### src/rtl/mbinit_pkg.sv
// Shared MBINIT definitions: handshake FSM states and sideband message codes
// used by the MBINIT sub-state blocks.
package mbinit_pkg;

  localparam int MSG_W = 4;

  localparam logic [MSG_W-1:0] MSG_NONE              = '0;
  localparam logic [MSG_W-1:0] MSG_PARAM_REQ         = 4'h1;
  localparam logic [MSG_W-1:0] MSG_PARAM_RESP        = 4'h2;
  localparam logic [MSG_W-1:0] MSG_CAL_DONE_REQ      = 4'h3;
  localparam logic [MSG_W-1:0] MSG_CAL_DONE_RESP     = 4'h4;
  localparam logic [MSG_W-1:0] MSG_REPAIRCLK_REQ     = 4'h5;
  localparam logic [MSG_W-1:0] MSG_REPAIRCLK_RESP    = 4'h6;
  localparam logic [MSG_W-1:0] MSG_REPAIRVAL_REQ     = 4'h7;
  localparam logic [MSG_W-1:0] MSG_REPAIRVAL_RESP    = 4'h8;
  localparam logic [MSG_W-1:0] MSG_REVERSALMB_REQ    = 4'h9;
  localparam logic [MSG_W-1:0] MSG_REVERSALMB_RESP   = 4'hA;
  localparam logic [MSG_W-1:0] MSG_REPAIRMB_REQ      = 4'hB;
  localparam logic [MSG_W-1:0] MSG_REPAIRMB_RESP     = 4'hC;

  typedef enum logic [2:0] {
    SB_IDLE      = 3'd0,
    SB_SEND_REQ  = 3'd1,
    SB_WAIT_RESP = 3'd2,
    SB_DONE      = 3'd3,
    SB_ERROR     = 3'd4
  } sb_hs_state_e;

endpackage

### src/rtl/sb_timeout_counter.sv
// Cycle counter that flags the LIMIT-th enabled cycle since the last clear.
// Holds at its last value instead of wrapping.
module sb_timeout_counter #(
  parameter int LIMIT = 1000
) (
  input  logic clk,
  input  logic rst_n,
  input  logic clr,
  input  logic en,
  output logic expired
);

  localparam int CW = (LIMIT > 1) ? $clog2(LIMIT) : 1;
  localparam logic [CW-1:0] LAST = CW'(LIMIT - 1);

  logic [CW-1:0] count;

  always_ff @(posedge clk or negedge rst_n) begin
    if (!rst_n) begin
      count <= '0;
    end else if (clr) begin
      count <= '0;
    end else if (en && (count != LAST)) begin
      count <= count + 1'b1;
    end
  end

  assign expired = en && (count == LAST);

endmodule

### src/rtl/mbinit_sb_handshake.sv
// Sideband request/response engine for MBINIT: sends one code, waits for the
// expected reply with timeout and bounded resends, then reports done or error.
module mbinit_sb_handshake
  import mbinit_pkg::*;
#(
  parameter int MSG_WIDTH      = 4,
  parameter int TIMEOUT_CYCLES = 1000,
  parameter int MAX_RETRIES    = 2
) (
  input  logic                 clk,
  input  logic                 rst_n,
  input  logic                 start,
  input  logic                 abort,
  input  logic [MSG_WIDTH-1:0] req_code,
  input  logic [MSG_WIDTH-1:0] exp_code,
  input  logic                 rx_valid,
  input  logic [MSG_WIDTH-1:0] rx_code,
  output logic                 tx_valid,
  output logic [MSG_WIDTH-1:0] tx_code,
  output logic                 busy,
  output logic                 done,
  output logic                 error,
  output logic [1:0]           retry_cnt
);

  // Internal resend count is wide enough to reach MAX_RETRIES; retry_cnt only saturates.
  localparam int RW = $clog2(MAX_RETRIES + 2);

  sb_hs_state_e         state, state_next;
  logic [MSG_WIDTH-1:0] req_q, exp_q;
  logic [RW-1:0]        resend_q;
  logic                 accept, retry_inc;
  logic                 start_ok, match, expired;

  assign start_ok = start && (req_code != '0) && (exp_code != '0);
  // exp_q is never zero while waiting, so a zero rx code can never match.
  assign match    = rx_valid && (rx_code == exp_q);

  sb_timeout_counter #(
    .LIMIT (TIMEOUT_CYCLES)
  ) u_timeout (
    .clk     (clk),
    .rst_n   (rst_n),
    .clr     (state == SB_SEND_REQ),
    .en      (state == SB_WAIT_RESP),
    .expired (expired)
  );

  always_comb begin
    state_next = state;
    accept     = 1'b0;
    retry_inc  = 1'b0;
    case (state)
      SB_IDLE, SB_ERROR: begin
        if (start_ok) begin
          state_next = SB_SEND_REQ;
          accept     = 1'b1;
        end
      end
      SB_SEND_REQ:  state_next = SB_WAIT_RESP;
      SB_WAIT_RESP: begin
        if (match) begin
          state_next = SB_DONE;
        end else if (expired) begin
          if (resend_q < RW'(MAX_RETRIES)) begin
            state_next = SB_SEND_REQ;
            retry_inc  = 1'b1;
          end else begin
            state_next = SB_ERROR;
          end
        end
      end
      SB_DONE:      state_next = SB_IDLE;
      default:      state_next = SB_IDLE;
    endcase
    if (abort) begin
      state_next = SB_IDLE;
      accept     = 1'b0;
      retry_inc  = 1'b0;
    end
  end

  // Outputs are decoded from the next state so each one is a plain flop.
  always_ff @(posedge clk or negedge rst_n) begin
    if (!rst_n) begin
      state     <= SB_IDLE;
      req_q     <= '0;
      exp_q     <= '0;
      resend_q  <= '0;
      retry_cnt <= '0;
      tx_valid  <= 1'b0;
      tx_code   <= '0;
      busy      <= 1'b0;
      done      <= 1'b0;
      error     <= 1'b0;
    end else begin
      state <= state_next;
      if (accept) begin
        req_q     <= req_code;
        exp_q     <= exp_code;
        resend_q  <= '0;
        retry_cnt <= '0;
      end else if (retry_inc) begin
        resend_q <= resend_q + 1'b1;
        if (retry_cnt != 2'b11) begin
          retry_cnt <= retry_cnt + 1'b1;
        end
      end
      tx_valid <= (state_next == SB_SEND_REQ);
      tx_code  <= (state_next == SB_SEND_REQ) ? (accept ? req_code : req_q) : '0;
      busy     <= (state_next == SB_SEND_REQ) || (state_next == SB_WAIT_RESP);
      done     <= (state_next == SB_DONE);
      error    <= (state_next == SB_ERROR);
    end
  end

endmodule

### config.mk
export PLATFORM = sky130hd
export DESIGN_NAME = mbinit_sb_handshake
export DESIGN_NICKNAME = d
export VERILOG_FILES = /design/src/rtl/mbinit_pkg.sv /design/src/rtl/sb_timeout_counter.sv /design/src/rtl/mbinit_sb_handshake.sv
export SDC_FILE = /design/constraint.sdc
export NUM_CORES = 1
export LEC_CHECK = 0
export CORE_MARGIN = 4
export CORE_UTILIZATION = 55
export CTS_CLUSTER_DIAMETER = 100
export DETAILED_ROUTE_END_ITERATION = 16
export GPL_ROUTABILITY_DRIVEN = 0
export PLACE_DENSITY = 0.84
export RECOVER_POWER = 100
export SYNTH_ARGS = -nofsm -noshare
export SYNTH_HDL_FRONTEND = slang
export SYNTH_SLANG_ARGS = --single-unit
### constraint.sdc
create_clock -name clk -period 2.8 [get_ports clk]
set_input_delay 0.28 -clock clk [delete_from_list [all_inputs] [get_ports clk]]
set_output_delay 0.28 -clock clk [all_outputs]
set_load 0.01 [all_outputs]
==> results.sh, run 1 <==
export IMPL_status="finished with violations"
export IMPL_violations="capacitance limit, slew limit"
export IMPL_fin_nets=183
export IMPL_synth_simple_area_share_pct=19.4
export IMPL_crit_path_start_kind="register"
export IMPL_final_cell_area_sq_um=1850
export IMPL_holdPathEnd="resend_q[0]"
export IMPL_cp_data_arrival_time_ps=2540
export IMPL_std_cell_rows=18
export IMPL_vias_per_cell=5.59
export IMPL_skew_ps=16.8
export IMPL_finalHoldWorstSlack_ps=493
export IMPL_min_delay_path_depth=1
export IMPL_grt_pass1_wl_mm=4.85
export IMPL_numCtsBuffers=5
export IMPL_chipWidth_um=60.8
export IMPL_synth_area_sq_um=1530
export IMPL_final_util_pct=72.0
export IMPL_cts_resized=0
export IMPL_finalSetupTns_ps=0
export IMPL_clock_path_buffers=2
export IMPL_criticalPathCategory="register to register"
export IMPL_syn_inst=131
export IMPL_detail_route_iter0_violations=23
export IMPL_antenna_cells=0
export IMPL_max_slew_worst_pin_slew_ps=1660
export IMPL_timing_rr_start="state[1]"
export IMPL_gr_usage_all_layers_pct=18.4
export IMPL_synth_cell_types=40
export IMPL_path_clk_slew_ps=110
export IMPL_wl_per_cell_um=15.2
export IMPL_synth_top_family_by_area="simple AND/OR/NAND/NOR gates"
export IMPL_r2r_end="tx_code[1]"
export IMPL_io_pins=27
export IMPL_dr_pass1_iters=4
export IMPL_finalCritPeriodShare_pct=81.2
export IMPL_cp_end_kind="register"
export IMPL_synth_top_area_cell="dfrtp_1"
export IMPL_cts_tree="yes"
export IMPL_grt_pass1_vias=1075
export IMPL_dieArea_sq_um=3700
export IMPL_place_area_sq_um=1830
export IMPL_synthAdderAreaFrac_pct=2.29
export IMPL_p_total_uw=983
export IMPL_hold_class="register to register"
export IMPL_ant_nets=0
export IMPL_r2r_cells=5
export IMPL_report_final_slew_viol_count=34
export IMPL_insertion_delay_ps=340
export IMPL_postCtsSetupRepairBufs=0
export IMPL_via_count=1091
export IMPL_ys_flop_type="dfrtp_1"
export IMPL_fp_coreArea_sq_um=2570
export IMPL_cts_sinks=33
export IMPL_vdd_drop_max_mv=0.466
export IMPL_ys_warn_count=0
export IMPL_synth_seq_area_share_pct=53.9
export IMPL_multi_input_area_sq_um=656
export IMPL_min_period_ps=2270
export IMPL_path_max_fanout=13
export IMPL_required_ps=3060
export IMPL_start_util_pct=59.7
export IMPL_synth_area_top_cells="dfrtp_1 (54%), mux2_2 (4.4%), xor2_1 (4.0%)"
export IMPL_synth_mux_area_share_pct=7.67
export IMPL_port_buffers=26
export IMPL_finalHoldViolCount=0
export IMPL_setup_viol_count_final=0
export IMPL_place_hpwl_mm=2.22
export IMPL_rsz0062_at_grt="false"
export IMPL_max_cap_violations=1
export IMPL_synth_edff_count=0
export IMPL_synth_xor_area_share_pct=6.86
export IMPL_grt_max_degree=34
export IMPL_synth_compound_area_share_pct=8.41
export IMPL_cts_htree_levels=2
export IMPL_cts_root_buffer="clkbuf_4"
export IMPL_drcViolationCount=0
export IMPL_ys_ff_latch=33
export IMPL_synth_top_area_share_pct=53.9
export IMPL_drive_above_1_share_pct=9.70
export IMPL_min_from="resend_q[0]"
export IMPL_fmax_mhz=440
export IMPL_seqCellArea_sq_um=826
export IMPL_maxSlewHeadroom_pct=-10.4
export IMPL_nFillCells=192
export IMPL_r2r_setup_slack_ps=530
export IMPL_die_h_um=60.8
export IMPL_wirelength_mm=2.97
export IMPL_synthArstFlopShare_pct=100
export IMPL_avgSynthCellArea_sq_um=11.7
export IMPL_antenna_found_initial=0
export IMPL_leakage_nw=0.860
export IMPL_postSynthNetCount=150
export IMPL_p_per_area_nw_per_um2=531
export IMPL_overflow=0
export IMPL_area_growth_pct=20.7
export IMPL_ctsHoldBuffers=0
[cells in the final DEF (no fill, tap or decap), drive strengths merged, types with 2 or more instances in the layout]
cell and n:
mux2 8, xor2 7, nand4 5, nor2 13
a211oi 3, dlygate4sd3 11, inv 2, mux2i 2
ha 2, clkbuf 7, a2111o 2, nor3b 2
and3 3, nand3 2, nor2b 4, xnor2 5
or3 3, nand2 8, clkdlybuf4s50 15, nor3 3
clkinv 2, dfrtp 33, o21ai 5, a21oi 4
[synthesized netlist by cell type (all sizes together), types with 2 or more instances]
cell type	count
a2111o	2
a211oi	3
a21oi	4
and3	3
dfrtp	33
ha	2
inv	2
mux2	8
mux2i	2
nand2	8
nand3	2
nand4	5
nor2	13
nor2b	4
nor3	3
nor3b	2
o21ai	5
or3	3
xnor2	5
xor2	7
[metal layers]
layer | global-route usage [%] | up-vias | wire length [um]
met3 | 5.32 | 8 | 173
met4 | 10.2 | 0 | 62
li1 | - | 535 | -
met1 | 23.5 | 515 | 1300
met2 | 28.2 | 33 | 1430
met5 | 0 | - | 0
[sequential cells by signal (all words and copies together), names as in the netlist]
register and count:
tx_valid 1, tx_code 4, error 1, busy 1, exp_q 4, resend_q 2
done 1, req_q 4, retry_cnt 2, state 3, u_timeout.count 10
[where the power goes]
group          internal [mW]  switching, mW
registers              0.527         0.0302
clock network         0.0954          0.156
logic                 0.0964         0.0773
total                  0.719          0.264
[cell families (layout without fill, tap and decap cells)]
| kind of cell | count (synthesis) | in the layout |
|---|---|---|
| XOR/XNOR | 12 | 12 |
| AND/OR/NAND/NOR | 51 | 51 |
| multiplexers | 10 | 10 |
| flip-flops | 33 | 33 |
| AO/OA/AOI/OAI | 18 | 18 |
| buffers and inverters | 4 | 38 |
| adder cells (fa/ha/maj) | 3 | 3 |
[area by class of cell]
type	count	share of cell area, %
clock buffer	6	2.23
timing repair buffer	28	14.7
sequential	33	44.7
clock inverter	2	0.541
multi-input combinational	94	35.5
inverter	2	0.406
tap	30	2.03
[worst max path at each step]
stage / from / end / slack, ps / cells after the start
6_report: state[1] / tx_code[1] / 530 / 5
3_3_place_gp: abort / tx_code[2] / 450 / 6
3_5_place_dp: abort / tx_code[1] / 360 / 6
2_1_floorplan: state[1] / tx_code[0] / 1060 / 5
4_1_cts: state[1] / tx_code[1] / 690 / 5
5_1_grt: state[1] / tx_code[1] / 350 / 5
[critical path, cell delays in order, from the launching register on]
cell	delay, ps
dfrtp_1	440
or3_1	410
and3b_1	580
a21oi_1	110
a2111o_1	500
nor2b_1	150
[metrics by stage]
stage | setup slack, ps | cells
after global routing | 351 | 195
after CTS | 688 | 195
after floorplan | 1060 | 131
after detailed placement | 357 | 187
after global placement | 448 | 187
final | 528 | 195
Power figures use the tool's default switching activity.
==> inputs of run 2 (changes only) <==
--- a/config.mk
+++ b/config.mk
@@ -6,11 +6,11 @@
 export NUM_CORES = 1
 export LEC_CHECK = 0
 export CORE_MARGIN = 4
-export CORE_UTILIZATION = 55
+export CORE_UTILIZATION = 51
 export CTS_CLUSTER_DIAMETER = 100
 export DETAILED_ROUTE_END_ITERATION = 16
 export GPL_ROUTABILITY_DRIVEN = 0
-export PLACE_DENSITY = 0.84
+export PLACE_DENSITY = 0.79
 export RECOVER_POWER = 100
 export SYNTH_ARGS = -nofsm -noshare
 export SYNTH_HDL_FRONTEND = slang
==> constraint.sdc (replaced) <==
create_clock -name clk -period 2.1 [get_ports clk]
set_input_delay 0.21 -clock clk [delete_from_list [all_inputs] [get_ports clk]]
set_output_delay 0.21 -clock clk [all_outputs]
set_load 0.01 [all_outputs]
==> run 2 against run 1 <==
The flow now finishes without violations. Sequential power grew 34%. Sequential share of layout area shrank 1.1 points. Setup slack lost 350 ps. Fmax grew 18%. Cell area grew 2.5%. Die area grew 6.8%. Clock skew shrank 9.0 ps. Critical path type unchanged.
==> results.sh, run 2 (synthesis gave the netlist of run 1 again) <==
export IMPL_drive_above_1_share_pct=12.6
export IMPL_dr_pass1_iters=4
export IMPL_finalSetupTns_ps=0
export IMPL_final_cells=198
export IMPL_internal_power_uw=994
export IMPL_ant_nets=0
export IMPL_cts_resized=0
export IMPL_vias_per_cell=5.53
export IMPL_p_seq_share_pct=55.4
export IMPL_io_pins=27
export IMPL_overflow=0
export IMPL_switching_share_pct=26.2
export IMPL_report_final_slew_viol_count=0
export IMPL_p_sw_uw=354
export IMPL_port_buffers=26
export IMPL_postCtsSetupRepairBufs=0
export IMPL_path_max_fanout=6
export IMPL_final_util_pct=67.6
export IMPL_max_cap_violations=0
export IMPL_clockPowerShare_pct=26.5
export IMPL_min_period_ps=1930
export IMPL_layout_common_cells="dfrtp_1 (33), clkdlybuf4s50_1 (15), nor2_1 (13)"
export IMPL_placedCellCount=191
export IMPL_die_h_um=62.8
export IMPL_wl_per_cell_um=15.2
export IMPL_hold_class="primary input to asynchronous set/reset pin"
export IMPL_via_count=1095
export IMPL_cts_tree="yes"
export IMPL_detail_route_iter0_violations=25
export IMPL_place_hpwl_mm=2.28
export IMPL_antenna_cells=0
export IMPL_nFillCells=215
export IMPL_largest_register_ffs=10
export IMPL_drcViolationCount=0
export IMPL_fin_nets=186
export IMPL_path_clk_slew_ps=100
export IMPL_area_growth_pct=23.7
export IMPL_gr_usage_all_layers_pct=16.5
export IMPL_grt_max_degree=34
export IMPL_grt_pass1_vias=1144
export IMPL_cp_end_kind="register"
export IMPL_final_common_cell="dfrtp_1"
export IMPL_finalHoldViolCount=0
export IMPL_cp_data_arrival_time_ps=2170
export IMPL_skew_ps=7.75
export IMPL_status="complete, no violations"
export IMPL_p_per_area_nw_per_um2=711
export IMPL_fp_coreArea_sq_um=2810
export IMPL_start_util_pct=54.6
export IMPL_max_slew_worst_pin_slew_ps=785
export IMPL_ctsHoldBuffers=0
export IMPL_cts_sinks=33
export IMPL_rsz0062_at_grt="false"
export IMPL_crit_path_start_kind="register"
export IMPL_vdd_drop_max_mv=0.644
export IMPL_required_ps=2350
export IMPL_p_comb_share_pct=18.1
export IMPL_wirelength_mm=3.02
export IMPL_std_cell_rows=19
export IMPL_numCtsBuffers=5
export IMPL_maxSlewHeadroom_pct=47.6
export IMPL_dieArea_sq_um=3950
export IMPL_cts_htree_levels=2
export IMPL_clock_path_buffers=2
export IMPL_leakage_nw=0.900
export IMPL_cts_root_buffer="clkbuf_4"
export IMPL_antenna_found_initial=0
export IMPL_setup_viol_count_final=0
export IMPL_finalCritPeriodShare_pct=91.7
export IMPL_fmax_mhz=519
export IMPL_criticalPathCategory="register to register"
export IMPL_chipWidth_um=62.8
export IMPL_grt_pass1_wl_mm=5.11
export IMPL_regMostFlops="u_timeout.count"
export IMPL_insertion_delay_ps=330
-- run 2: routing by layer --
layer | track usage (%) | vias up | share of wire, %
li1 | - | 542 | -
met1 | 19.3 | 528 | 43
met5 | 0 | - | 0
met3 | 4.32 | 5 | 4.0
met2 | 29.2 | 20 | 52
met4 | 5.79 | 0 | 1.4
-- run 2: power groups by stage --
stage	Combinational (mW)	Clock (mW)	Sequential, mW
floorplan	0.152	0	0.751
global placement	0.248	0	0.755
detailed placement	0.261	0	0.757
CTS	0.264	0.371	0.747
global route	0.267	0.401	0.752
finish	0.244	0.357	0.746
-- run 2: through the flow --
step | hold WS (ps) | power [mW] | area [sq um] | setup slack (ps)
after floorplan | -85.6 | 0.903 | 1530 | 359
after global placement | 456 | 1.00 | 1850 | 9.92
after detailed placement | 465 | 1.02 | 1850 | -67.9
after CTS | 270 | 1.38 | 1910 | 128
after global routing | 492 | 1.42 | 1900 | 59.1
final | 470 | 1.35 | 1900 | 174
-- run 2: cell type report --
cell class                 count  area [sq um]  area share, %
clock buffer                   7          55.1           2.90
inverter                       2          7.51          0.396
multi-input combinational     94           676           35.6
sequential                    33           826           43.6
tap                           31          38.8           2.05
timing repair buffer          31           293           15.4
-- run 2: worst max-delay path, stage by stage (launching register included) --
cell and delay [ps]:
dfrtp_1 400, ha_1 260, nand3b_1 170, o31a_1 390
a2111o_1 490, o21ai_0 130
-- run 2: worst paths after layout --
path,from,endpoint,depth (start not counted),slack [ps]
max,u_timeout.count[0],busy,5,170
max in group asynchronous,rst_n,exp_q[3],2,1120
min,rst_n,u_timeout.count[9],2,470
max reg2reg,u_timeout.count[0],busy,5,170
min reg2reg,resend_q[0],resend_q[0],1,470
min in group clk,resend_q[0],resend_q[0],1,470
==> inputs of run 3 (changes only) <==
--- a/config.mk
+++ b/config.mk
@@ -6,11 +6,12 @@
 export NUM_CORES = 1
 export LEC_CHECK = 0
 export CORE_MARGIN = 4
-export CORE_UTILIZATION = 51
+export CORE_UTILIZATION = 61
 export CTS_CLUSTER_DIAMETER = 100
 export DETAILED_ROUTE_END_ITERATION = 16
+export DONT_BUFFER_PORTS = 1
 export GPL_ROUTABILITY_DRIVEN = 0
-export PLACE_DENSITY = 0.79
+export PLACE_DENSITY = 0.78
 export RECOVER_POWER = 100
 export SYNTH_ARGS = -nofsm -noshare
 export SYNTH_HDL_FRONTEND = slang
==> run 3 against run 2 <==
Setup slack worse by 3.9 ps. Via count shrank 6.3%. Combinational power fell by 22%. Core utilization up 4.8 points. Routed wire length decreased by 4.7%. Final cell count fell by 14%. Clock skew is 3.2 ps higher. Highest routed layer unchanged.
==> results.sh, run 3 (synthesis gave the netlist of run 1 again) <==
export IMPL_chipWidth_um=58.1
export IMPL_cp_end_kind="register"
export IMPL_fin_nets=160
export IMPL_p_total_mw=1.35
export IMPL_insertion_delay_ps=330
export IMPL_final_common_cell="dfrtp_1"
export IMPL_path_max_fanout=6
export IMPL_via_count=1026
export IMPL_final_cells=170
export IMPL_wirelength_mm=2.87
export IMPL_leakage_nw=0.786
export IMPL_antenna_cells=0
export IMPL_path_clk_slew_ps=110
export IMPL_placedCellCount=159
export IMPL_io_pins=27
export IMPL_regMostFlops="u_timeout.count"
export IMPL_wl_per_cell_um=16.9
export IMPL_ant_nets=0
export IMPL_cp_cell_sequence="ha_2, nand3b_1, o31a_1, a2111o_1, o21ai_0"
export IMPL_std_cell_rows=17
export IMPL_finalSetupTns_ps=0
export IMPL_status="complete, no violations"
export IMPL_port_buffers=0
export IMPL_area_growth_pct=8.49
export IMPL_dieArea_sq_um=3380
export IMPL_numCtsBuffers=5
export IMPL_critPathBufInv=0
export IMPL_cts_tree="yes"
export IMPL_finalHoldViolCount=0
export IMPL_hold_class="primary input to register"
export IMPL_fmax_mhz=518
export IMPL_rsz0062_at_grt="false"
export IMPL_grt_pass1_wl_mm=4.87
export IMPL_nFillCells=158
export IMPL_dr_pass1_iters=4
export IMPL_report_final_slew_viol_count=0
export IMPL_vdd_drop_max_mv=0.694
export IMPL_drcViolationCount=0
export IMPL_fin_ws_ps=170
export IMPL_place_hpwl_mm=2.11
export IMPL_max_slew_worst_pin_slew_ps=1420
export IMPL_crit_path_start_kind="register"
export IMPL_required_ps=2330
export IMPL_postCtsSetupRepairBufs=0
export IMPL_die_h_um=58.1
export IMPL_largest_register_ffs=10
export IMPL_cp_data_arrival_time_ps=2160
export IMPL_setup_viol_count_final=0
export IMPL_start_util_pct=66.7
export IMPL_finalCritPeriodShare_pct=91.9
export IMPL_grt_pass1_vias=1058
export IMPL_maxSlewHeadroom_pct=5.66
export IMPL_gr_usage_all_layers_pct=19.2
export IMPL_criticalPathCategory="register to register"
export IMPL_drive_above_1_share_pct=15.5
export IMPL_antenna_found_initial=0
export IMPL_fp_coreArea_sq_um=2300
export IMPL_cts_root_buffer="clkbuf_4"
export IMPL_layout_common_cells="dfrtp_1 (33), nor2_1 (13), nand2_1 (8)"
export IMPL_critPathSlowestCell="a2111o_1"
export IMPL_cts_sinks=33
export IMPL_post_place_ws_ps=104
export IMPL_max_cap_violations=0
export IMPL_overflow=0
export IMPL_clock_path_buffers=2
export IMPL_max_stage_delay_ps=470
export IMPL_p_per_area_nw_per_um2=809
export IMPL_grt_max_degree=34
export IMPL_min_period_ps=1930
export IMPL_detail_route_iter0_violations=21
export IMPL_vias_per_cell=6.04
export IMPL_cp_top_family="compound AO/OA/AOI/OAI gates"
export IMPL_cts_htree_levels=2
export IMPL_skew_ps=10.9
run 3: cell count changes in the layout (fill, tap and decap cells not counted):
cell             previous run  this run
clkbuf_2                    2         1
and3b_2                     0         1
buf_4                       3         1
clkdlybuf4s50_1            15         0
ha_1                        2         1
and2_0                      1         0
clkbuf_1                    1         0
dlygate4sd3_1              11         2
and2_1                      0         1
ha_2                        0         1
dlymetal6s4s_1              0         1
clkinv_2                    0         1
clkbuf_8                    1         2
and3b_1                     1         0
run 3: final cells by class:
| type | count | area, sq um | area share [%] |
|---|---|---|---|
| inverters | 2 | 7.51 | 0.451 |
| clock buffers | 7 | 65.1 | 3.91 |
| repair buffers | 5 | 45.0 | 2.71 |
| multi-input cells | 94 | 679 | 40.9 |
| flip-flops and latches | 33 | 826 | 49.7 |
| well taps | 28 | 35.0 | 2.11 |
| clock inverters | 1 | 5.00 | 0.301 |
run 3: what timing repair did:
action | CTS | global route
setup endpoints to repair | 0 | 4
hold buffers | 3 | 0
resized for setup | 0 | 1
endpoints found under the hold margin | 37 | 0
run 3: layer usage:
layer,vias up,routed length (um),global-route usage (%)
li1,488,-,-
met3,5,232,6.68
met4,0,39,6.95
met1,501,1270,25.8
met2,32,1330,28.7
met5,-,0,0
run 3: final timing paths:
path,start,end,slack (ps),cells past startpoint
worst max-delay path,u_timeout.count[0],busy,170,5
worst min-delay path,req_code[2],req_q[2],30,1
worst max register to register,u_timeout.count[0],busy,170,5
worst min register to register,resend_q[0],resend_q[0],480,1
max in group asynchronous,rst_n,exp_q[0],420,2
min in group asynchronous,rst_n,done,840,2
run 3: per-stage QoR:
stage | utilization, % | instance area, sq um | hold slack, ps
after floorplan | - | 1530 | -85.6
after global placement | 68.2 | 1570 | -84.8
after detailed placement | 68.2 | 1570 | -84.8
after CTS | 73.0 | 1680 | 19.3
after global routing | 72.4 | 1660 | 10.0
final | 72.4 | 1660 | 25.8
run 3: report_power, final:
group          internal [mW]  total (mW)  switching [mW]
Clock                  0.194       0.405           0.211
Combinational         0.0982       0.190          0.0920
Sequential             0.703       0.751          0.0476
Total                  0.995        1.35           0.351
